### src/rtl/req_arbiter.sv
// req_arbiter: two-port request arbiter with one forwarded master-side request.
// Both slave-side ports compete through a round-robin priority bit. The granted
// payload is registered onto the master side until the target accepts it. The
// source port of every accepted read is queued in an in-order tag FIFO, so the
// response router knows which port owns the oldest outstanding read. Reads are
// held off while that FIFO is full.
module req_arbiter #(
    parameter int AWIDTH    = 32,
    parameter int DWIDTH    = 32,
    parameter int TAG_DEPTH = 4
) (
    input  logic              aclk,
    input  logic              aresetn,
    input  logic              s0_req,
    input  logic              s0_cmd,
    input  logic [AWIDTH-1:0] s0_addr,
    input  logic [DWIDTH-1:0] s0_wdata,
    output logic              s0_ack,
    input  logic              s1_req,
    input  logic              s1_cmd,
    input  logic [AWIDTH-1:0] s1_addr,
    input  logic [DWIDTH-1:0] s1_wdata,
    output logic              s1_ack,
    output logic              m_req,
    output logic              m_cmd,
    output logic [AWIDTH-1:0] m_addr,
    output logic [DWIDTH-1:0] m_wdata,
    input  logic              m_ack,
    output logic              rd_tag_valid,
    output logic              rd_tag,
    input  logic              rd_tag_pop,
    output logic              tag_full
);

    localparam int PW = (TAG_DEPTH > 1) ? $clog2(TAG_DEPTH) : 1;
    localparam int CW = $clog2(TAG_DEPTH) + 1;

    typedef enum logic [1:0] {
        IDLE  = 2'd0,
        BUSY0 = 2'd1,
        BUSY1 = 2'd2,
        ACK   = 2'd3
    } state_t;

    state_t              r_state;
    logic                r_prio;
    logic                r_m_req;
    logic                r_m_cmd;
    logic [AWIDTH-1:0]   r_m_addr;
    logic [DWIDTH-1:0]   r_m_wdata;
    logic                r_s0_ack;
    logic                r_s1_ack;

    logic [TAG_DEPTH-1:0] r_tag_mem;
    logic [PW-1:0]        r_wptr;
    logic [PW-1:0]        r_rptr;
    logic [CW-1:0]        r_count;

    logic w_tag_full;
    logic w_elig0;
    logic w_elig1;
    logic w_gnt0;
    logic w_gnt1;
    logic w_busy;
    logic w_push;
    logic w_push_tag;
    logic w_pop;

    // Pointer advance with explicit wrap at the FIFO depth.
    function automatic logic [PW-1:0] f_ptr_inc(input logic [PW-1:0] p);
        return (p == PW'(TAG_DEPTH - 1)) ? '0 : p + 1'b1;
    endfunction

    assign w_tag_full = (r_count == CW'(TAG_DEPTH));

    // A read may only start if its tag is guaranteed a FIFO slot at acceptance;
    // with a single request in flight, "not full at grant" is sufficient.
    assign w_elig0 = s0_req & (s0_cmd | ~w_tag_full);
    assign w_elig1 = s1_req & (s1_cmd | ~w_tag_full);
    assign w_gnt0  = w_elig0 & (~w_elig1 | ~r_prio);
    assign w_gnt1  = w_elig1 & (~w_elig0 |  r_prio);

    assign w_busy     = (r_state == BUSY0) || (r_state == BUSY1);
    assign w_push     = w_busy & m_ack & ~r_m_cmd;
    assign w_push_tag = (r_state == BUSY1);
    assign w_pop      = rd_tag_pop & (r_count != '0);

    // Arbitration FSM: grant, hold the forwarded request until accepted, then
    // spend one ACK cycle so the requester can drop its request.
    always_ff @(posedge aclk) begin
        if (!aresetn) begin
            r_state   <= IDLE;
            r_prio    <= 1'b0;
            r_m_req   <= 1'b0;
            r_m_cmd   <= 1'b0;
            r_m_addr  <= '0;
            r_m_wdata <= '0;
            r_s0_ack  <= 1'b0;
            r_s1_ack  <= 1'b0;
        end else begin
            case (r_state)
                IDLE: begin
                    r_s0_ack <= 1'b0;
                    r_s1_ack <= 1'b0;
                    if (w_gnt0) begin
                        r_state   <= BUSY0;
                        r_prio    <= 1'b1;
                        r_m_req   <= 1'b1;
                        r_m_cmd   <= s0_cmd;
                        r_m_addr  <= s0_addr;
                        r_m_wdata <= s0_wdata;
                    end else if (w_gnt1) begin
                        r_state   <= BUSY1;
                        r_prio    <= 1'b0;
                        r_m_req   <= 1'b1;
                        r_m_cmd   <= s1_cmd;
                        r_m_addr  <= s1_addr;
                        r_m_wdata <= s1_wdata;
                    end
                end
                BUSY0, BUSY1: begin
                    if (m_ack) begin
                        r_state   <= ACK;
                        r_m_req   <= 1'b0;
                        r_m_cmd   <= 1'b0;
                        r_m_addr  <= '0;
                        r_m_wdata <= '0;
                        r_s0_ack  <= (r_state == BUSY0);
                        r_s1_ack  <= (r_state == BUSY1);
                    end
                end
                ACK: begin
                    r_state  <= IDLE;
                    r_s0_ack <= 1'b0;
                    r_s1_ack <= 1'b0;
                end
                default: begin
                    r_state <= IDLE;
                end
            endcase
        end
    end

    // Read-tag FIFO: push the source port of each accepted read, pop on request.
    always_ff @(posedge aclk) begin
        if (!aresetn) begin
            r_tag_mem <= '0;
            r_wptr    <= '0;
            r_rptr    <= '0;
            r_count   <= '0;
        end else begin
            if (w_push) begin
                r_tag_mem[r_wptr] <= w_push_tag;
                r_wptr            <= f_ptr_inc(r_wptr);
            end
            if (w_pop) begin
                r_rptr <= f_ptr_inc(r_rptr);
            end
            case ({w_push, w_pop})
                2'b10:   r_count <= r_count + 1'b1;
                2'b01:   r_count <= r_count - 1'b1;
                default: r_count <= r_count;
            endcase
        end
    end

    assign m_req        = r_m_req;
    assign m_cmd        = r_m_cmd;
    assign m_addr       = r_m_addr;
    assign m_wdata      = r_m_wdata;
    assign s0_ack       = r_s0_ack;
    assign s1_ack       = r_s1_ack;
    assign rd_tag_valid = (r_count != '0);
    assign rd_tag       = r_tag_mem[r_rptr];
    assign tag_full     = w_tag_full;

endmodule

### config.mk
export PLATFORM = sky130hd
export DESIGN_NAME = req_arbiter
export DESIGN_NICKNAME = d
export VERILOG_FILES = /design/src/rtl/req_arbiter.sv
export SDC_FILE = /design/constraint.sdc
export NUM_CORES = 1
export LEC_CHECK = 0
export BUFFER_PORTS_ARGS = -buffer_cell sky130_fd_sc_hd__buf_2
export CORE_MARGIN = 2
export CORE_UTILIZATION = 47
export DETAILED_ROUTE_END_ITERATION = 6
export PLACE_DENSITY = 0.84
export SYNTH_ARGS = -nofsm -noshare
export SYNTH_HDL_FRONTEND = slang
export SYNTH_SLANG_ARGS = --single-unit
### constraint.sdc
create_clock -name aclk -period 4.25 [get_ports aclk]
set_input_delay 0.2125 -clock aclk [delete_from_list [all_inputs] [get_ports aclk]]
set_output_delay 0.2125 -clock aclk [all_outputs]
set_load 0.05 [all_outputs]
==> results of run 1 <==
routing by layer:
metal / vias to the layer above / share of wire / global-route usage
li1: 1616 / - / -
met1: 1546 / 0.40 / 0.237
met2: 133 / 0.52 / 0.376
met3: 14 / 0.077 / 0.0480
met4: 0 / 0.012 / 0.0613
met5: - / 0 / 0
kinds of logic (layout without fill, tap and decap cells):
group,Yosys count,count (layout),share of synthesized area
fa+ha+maj,11,11,0.0390
xor+xnor,2,2,0.00471
simple gates,37,37,0.0501
flops,82,82,0.441
buf+inv,35,236,0.0518
mux,70,70,0.192
compound gates,89,89,0.221
flip-flops by register name, indices dropped and copies added, names as in the netlist:
signal	cells
m_addr	32
m_wdata	32
s1_ack	1
r_tag_mem	4
m_cmd	1
s0_ack	1
r_count	3
r_wptr	2
r_state	2
r_rptr	2
r_prio	1
m_req	1
worst max-delay path: stages, from the launching register on:
cell	delay [ps]
dfxtp_1	360
inv_1	100
ha_1	370
or4_2	1110
buf_4	400
o2bb2ai_1	170
report_power, final:
group	total (mW)	internal, mW	switching [mW]
sequential	1.14	0.999	0.138
clock	0.559	0.275	0.284
combinational	1.79	0.498	1.30
how the worst max path moves through the flow:
stage	cells past startpoint	start	end	slack, ps
floorplan	11	r_state[0]$_SDFFE_PN0P_	r_count[2]$_SDFFE_PN0P_	1840
global placement	5	r_state[0]$_SDFFE_PN0P_	m_wdata[23]$_SDFFE_PN0P_	1790
detailed placement	5	r_state[0]$_SDFFE_PN0P_	m_addr[12]$_SDFFE_PN0P_	1710
CTS	5	r_state[0]$_SDFFE_PN0P_	m_addr[12]$_SDFFE_PN0P_	1690
global route	5	r_count[2]$_SDFFE_PN0P_	m_addr[10]$_SDFFE_PN0P_	1510
finish	5	r_state[0]$_SDFFE_PN0P_	m_addr[9]$_SDFFE_PN0P_	1660
layout make-up:
| cell class | instances | area (sq um) |
|---|---|---|
| fill | 634 | 2740 |
| multi-input combinational | 209 | 1890 |
| sequential | 82 | 1640 |
| timing repair buffer | 209 | 1050 |
| tap | 102 | 128 |
| clock buffer | 9 | 124 |
| clock inverter | 7 | 77.6 |
| inverter | 11 | 41.3 |
cells in the final DEF, fill, tap and decap left out, types with 9 or more instances in the layout:
| master | netlist | final |
|---|---|---|
| o2bb2ai_2 | 10 | 10 |
| clkbuf_8 | 0 | 9 |
| ha_1 | 10 | 10 |
| mux2i_1 | 68 | 68 |
| a21oi_1 | 10 | 10 |
| buf_2 | 13 | 206 |
| inv_1 | 11 | 11 |
| o2bb2ai_1 | 55 | 55 |
| dfxtp_1 | 82 | 82 |
| nor2_1 | 11 | 11 |
| nand2_1 | 11 | 11 |
through the flow:
stage / hold slack [ps] / cells
after floorplan: 344 / 326
after global placement: 441 / 613
after detailed placement: 441 / 613
after CTS: 118 / 629
after global routing: 126 / 629
final: 135 / 629
==> impl_results.md, run 1 <==
- Status: finished clean
- Main area contributors after synthesis: dfxtp_1 44%, mux2i_1 18%, o2bb2ai_1 13%
- R2r setup slk: approximately 1700 ps
- Pre-CTS WS: around 1700 ps
- Distinct cells, synth: 40
- Arr. time, crit path: 2860 ps
- Async SR Flop Fraction: 0
- CTS max path bufs: 2
- DIE AREA: about 0.0086 sq mm
- Hold Path Stages: 3
- 1st-iter DRT viols: 64
- Final worst slack: approximately 1700 ps
- Register bit total from synthesis: between 80 and 90
- Setup repair bufs after CTS: 0
- Starting Density: 0.484
- Total GRT Usage: 0.206
- Final setup fails: 0
- Final slew viol count: 0
- Most frequent cells after synthesis: 82 x dfxtp_1, 68 x mux2i_1, 55 x o2bb2ai_1
- Skew-Pair Late Insertion Delay: between 300 and 400 ps
- Total core area: between 0.007 and 0.008 sq mm
- YS warnings: 0
- Mapped Avg Cell Area: about 11 sq um
- Num rows: 32
- Drt wl/cell: around 15 um
- CTS Buf Count: 9
- Main synth FF type: dfxtp_1
- Cell Area, Synth: around 0.0037 sq mm
- Period Utilization, post-route: 0.610
- Total gr overflow: 0
- First-pass GRT wire length: between 10000 and 15000 um
- Hold path start: s0_addr[1]
- Count leader, synth: dfxtp_1
- Reg-to-reg critical path startpoint: r_state[0]$_SDFFE_PN0P_
- IO Count: approximately 210
- Synthesized Nets: between 400 and 500
- Drt drc: 0
- Worst hold-check path type: in2reg
- R2R cell count: 5
- Worst-path clk slew: ~90 ps
- Highest clock rate: between 300 and 400 MHz
- Ant. Diodes: 0
- Layout net count: between 600 and 700
- CTS tree: done
- Normalized max-slew margin: 0.470
- Vias in the first global route: 3077
- Unrepaired setup endpoints after global routing: false
- Biggest area consumer among synthesized cells: dfxtp_1
- CP required: around 4500 ps
- Critical path startpoint category: flop
- CTS Sinks: between 80 and 90
- Drt first pass iters: 5
- Static Leak: about 2.5 nW
- Final min period: around 2600 ps
- Power Density: just over 700 mW/mm^2
- Hold buffers post-CTS: 0
- Post-synth EDFFs: 0
- Cells after Synth: approximately 330
- Top-area cell type share of the netlist area: 0.441
- CTS resizes: 0
- Layout Cell Area excl Fill: ~0.0050 sq mm
- CP endpoint kind: flop
- Vias post-DR: about 3.3k
- Dpl cell area: 0.00475 sq mm
- R2R Path End: m_addr[9]$_SDFFE_PN0P_
- Final core utilization: 0.644
- Post-Route WL: about 9400 um
- IO buf count: about 200
- Peak supply drop: roughly 0.56 mV
- Routed vias/inst: approximately 5.3
- Final Skew: 14.4 ps
- Max Cap Viol: 0
- Total power: ~3.5 mW
- CP Max Fanout: 44
- Largest net degree at the start of global routing: 67
- Routability-driven placement congestion ratio: 0.789
- Setup CP Type: reg2reg
- Initial antenna violation count: 0
- H-tree depth: 3
- Worst slew pin tran: 795 ps
- DP HPWL: approximately 7000 um
- Root Driver: clkbuf_8
- Area growth, synth to finish: 33.1%
- Die Wd: between 90 and 100 um
- DRT antenna net count: 0
- Share of post-route cells with drive strength above 1: 0.459
- Chip height: between 90 and 100 um
- Setup tns final: 0 ps
- Final hold violations: 0
- WHS Endpoint: m_addr[1]$_SDFFE_PN0P_
- Sequential area share after synthesis: 0.441
Power figures use the tool's default switching activity.
==> run 2, diff against run 1 <==
- CORE_UTILIZATION: 47 -> 40
- PLACE_DENSITY: 0.84 -> 0.76
- clock period: 4.25 -> 2.2 ns (I/O delays scaled with it)
==> run 2 against run 1 <==
  * First-iteration DRC count rose by 19%
  * Sequential power increased by 93%
  * Via count is 0.48% lower
  * Combinational power up 110%
  * Routed wire length up 2.9%
  * Clock skew is 1.5 ps higher
  * Global-route usage down 2.0 points
  * Fmax grew 22%
==> impl_results.md, run 2 (synthesis gave the netlist of run 1 again) <==
- Total core area: 0.00911 sq mm
- IO Count: approximately 210
- CTS Sinks: 82
- Static Leak: between 2 and 3 nW
- Post-Route WL: just under 10000 um
- Routability-driven placement congestion ratio: about 0.84
- Worst-path clk slew: 100 ps
- Setup CP Type: reg2reg
- Worst Hold Slack: roughly 19 ps
- First-pass GRT wire length: around 15000 um
- Largest net degree at the start of global routing: 43
- Share of post-route cells with drive strength above 1: 0.484
- Total gr overflow: 0
- Area growth, synth to finish: 37.8%
- Final min period: 2130 ps
- Drt drc: 0
- Vias in the first global route: around 3.2k
- Power Density: 1380 mW/mm^2
- Unrepaired setup endpoints after global routing: false
- Final worst slack: about 65 ps
- Highest clock rate: ~470 MHz
- CP required: 2480 ps
- R2R cell count: 10
- Period Utilization, post-route: 0.970
- DP HPWL: around 7400 um
- Final setup fails: 0
- Status: finished clean
- Worst hold-check path type: in2reg
- CTS tree: done
- Peak supply drop: 0.661 mV
- Normalized max-slew margin: 0.698
- Layout Cells excl Fill: between 600 and 700
- Max Cap Viol: 0
- DIE AREA: between 0.01 and 0.015 sq mm
- Die Wd: 100 um
- Skew-Pair Late Insertion Delay: about 350 ps
- CP endpoint kind: flop
- Layout Cell Area excl Fill: ~0.0051 sq mm
- Hold Path Stages: 3
- Routed vias/inst: between 5 and 6
- Dpl cell area: about 0.0049 sq mm
- Starting Density: 0.408
- Pre-CTS WS: -6.47 ps
- 1st-iter DRT viols: 76
- Worst slew pin tran: approximately 450 ps
- Total GRT Usage: 0.186
- Drt wl/cell: between 15 and 20 um
- Total power: around 7.1 mW
- CTS max path bufs: 2
- Arr. time, crit path: approximately 2400 ps
- Most common cell after layout, fill and taps aside: buf_2
- Vias post-DR: between 3k and 4k
- Placed Instances: about 630
- H-tree depth: 3
- Final Skew: roughly 16 ps
- Ant. Diodes: 0
- Commonest cells after routing, fill and taps aside: 206 x buf_2, 79 x dfxtp_1, 68 x mux2i_1
- Chip height: roughly 100 um
- IO buf count: 206
- Layout net count: 677
- Drt first pass iters: 4
- Hold buffers post-CTS: 0
- Initial antenna violation count: 0
- Setup tns final: 0 ps
- DRT antenna net count: 0
- CTS Buf Count: 9
- Root Driver: clkbuf_8
- Num rows: 35
- Final core utilization: 0.563
- Critical path startpoint category: flop
- Final slew viol count: 0
- CP Max Fanout: 6
- Final hold violations: 0
[run 2: per-layer routing]
| layer | track usage | vias up | share of wire |
|---|---|---|---|
| met5 | 0 | - | 0 |
| met4 | 0.0748 | 0 | 0.011 |
| met3 | 0.0404 | 8 | 0.055 |
| met2 | 0.330 | 103 | 0.53 |
| met1 | 0.217 | 1548 | 0.41 |
| li1 | - | 1634 | - |
[run 2: what timing repair did]
action,in CTS,in global routing
resized for setup,2,1
endpoints found under the setup margin,1,1
buffers inserted,0,1
[run 2: cell type report]
type / count / area [sq um]
clock inverter: 6 / 72.6
timing repair buffer: 217 / 1180
sequential: 82 / 1650
clock buffer: 10 / 138
fill: 818 / 3980
inverter: 11 / 41.3
tap: 111 / 139
multi-input combinational: 209 / 1910
[run 2: worst max-delay path, stage by stage, from the launching register on]
cell     delay [ps]
dfxtp_2         340
inv_2            60
ha_4            260
and3b_1         190
inv_2            90
ha_4            140
inv_1            40
fa_2            330
xor2_1          150
or3_1           320
a21oi_1         150
[run 2: worst paths after layout]
check                                 from                       end  slack [ps]
hold reg to reg   m_wdata[26]$_SDFFE_PN0P_  m_wdata[26]$_SDFFE_PN0P_         460
setup / recovery   r_state[0]$_SDFFE_PN0P_   r_count[2]$_SDFFE_PN0P_          70
hold / removal                  s1_addr[9]    m_addr[9]$_SDFFE_PN0P_          20
setup reg to reg   r_state[0]$_SDFFE_PN0P_   r_count[2]$_SDFFE_PN0P_          70
[run 2: power breakdown]
part           internal, mW  switching (mW)
logic                  1.16            2.57
registers              1.93           0.262
clock network         0.568           0.569
total                  3.67            3.40
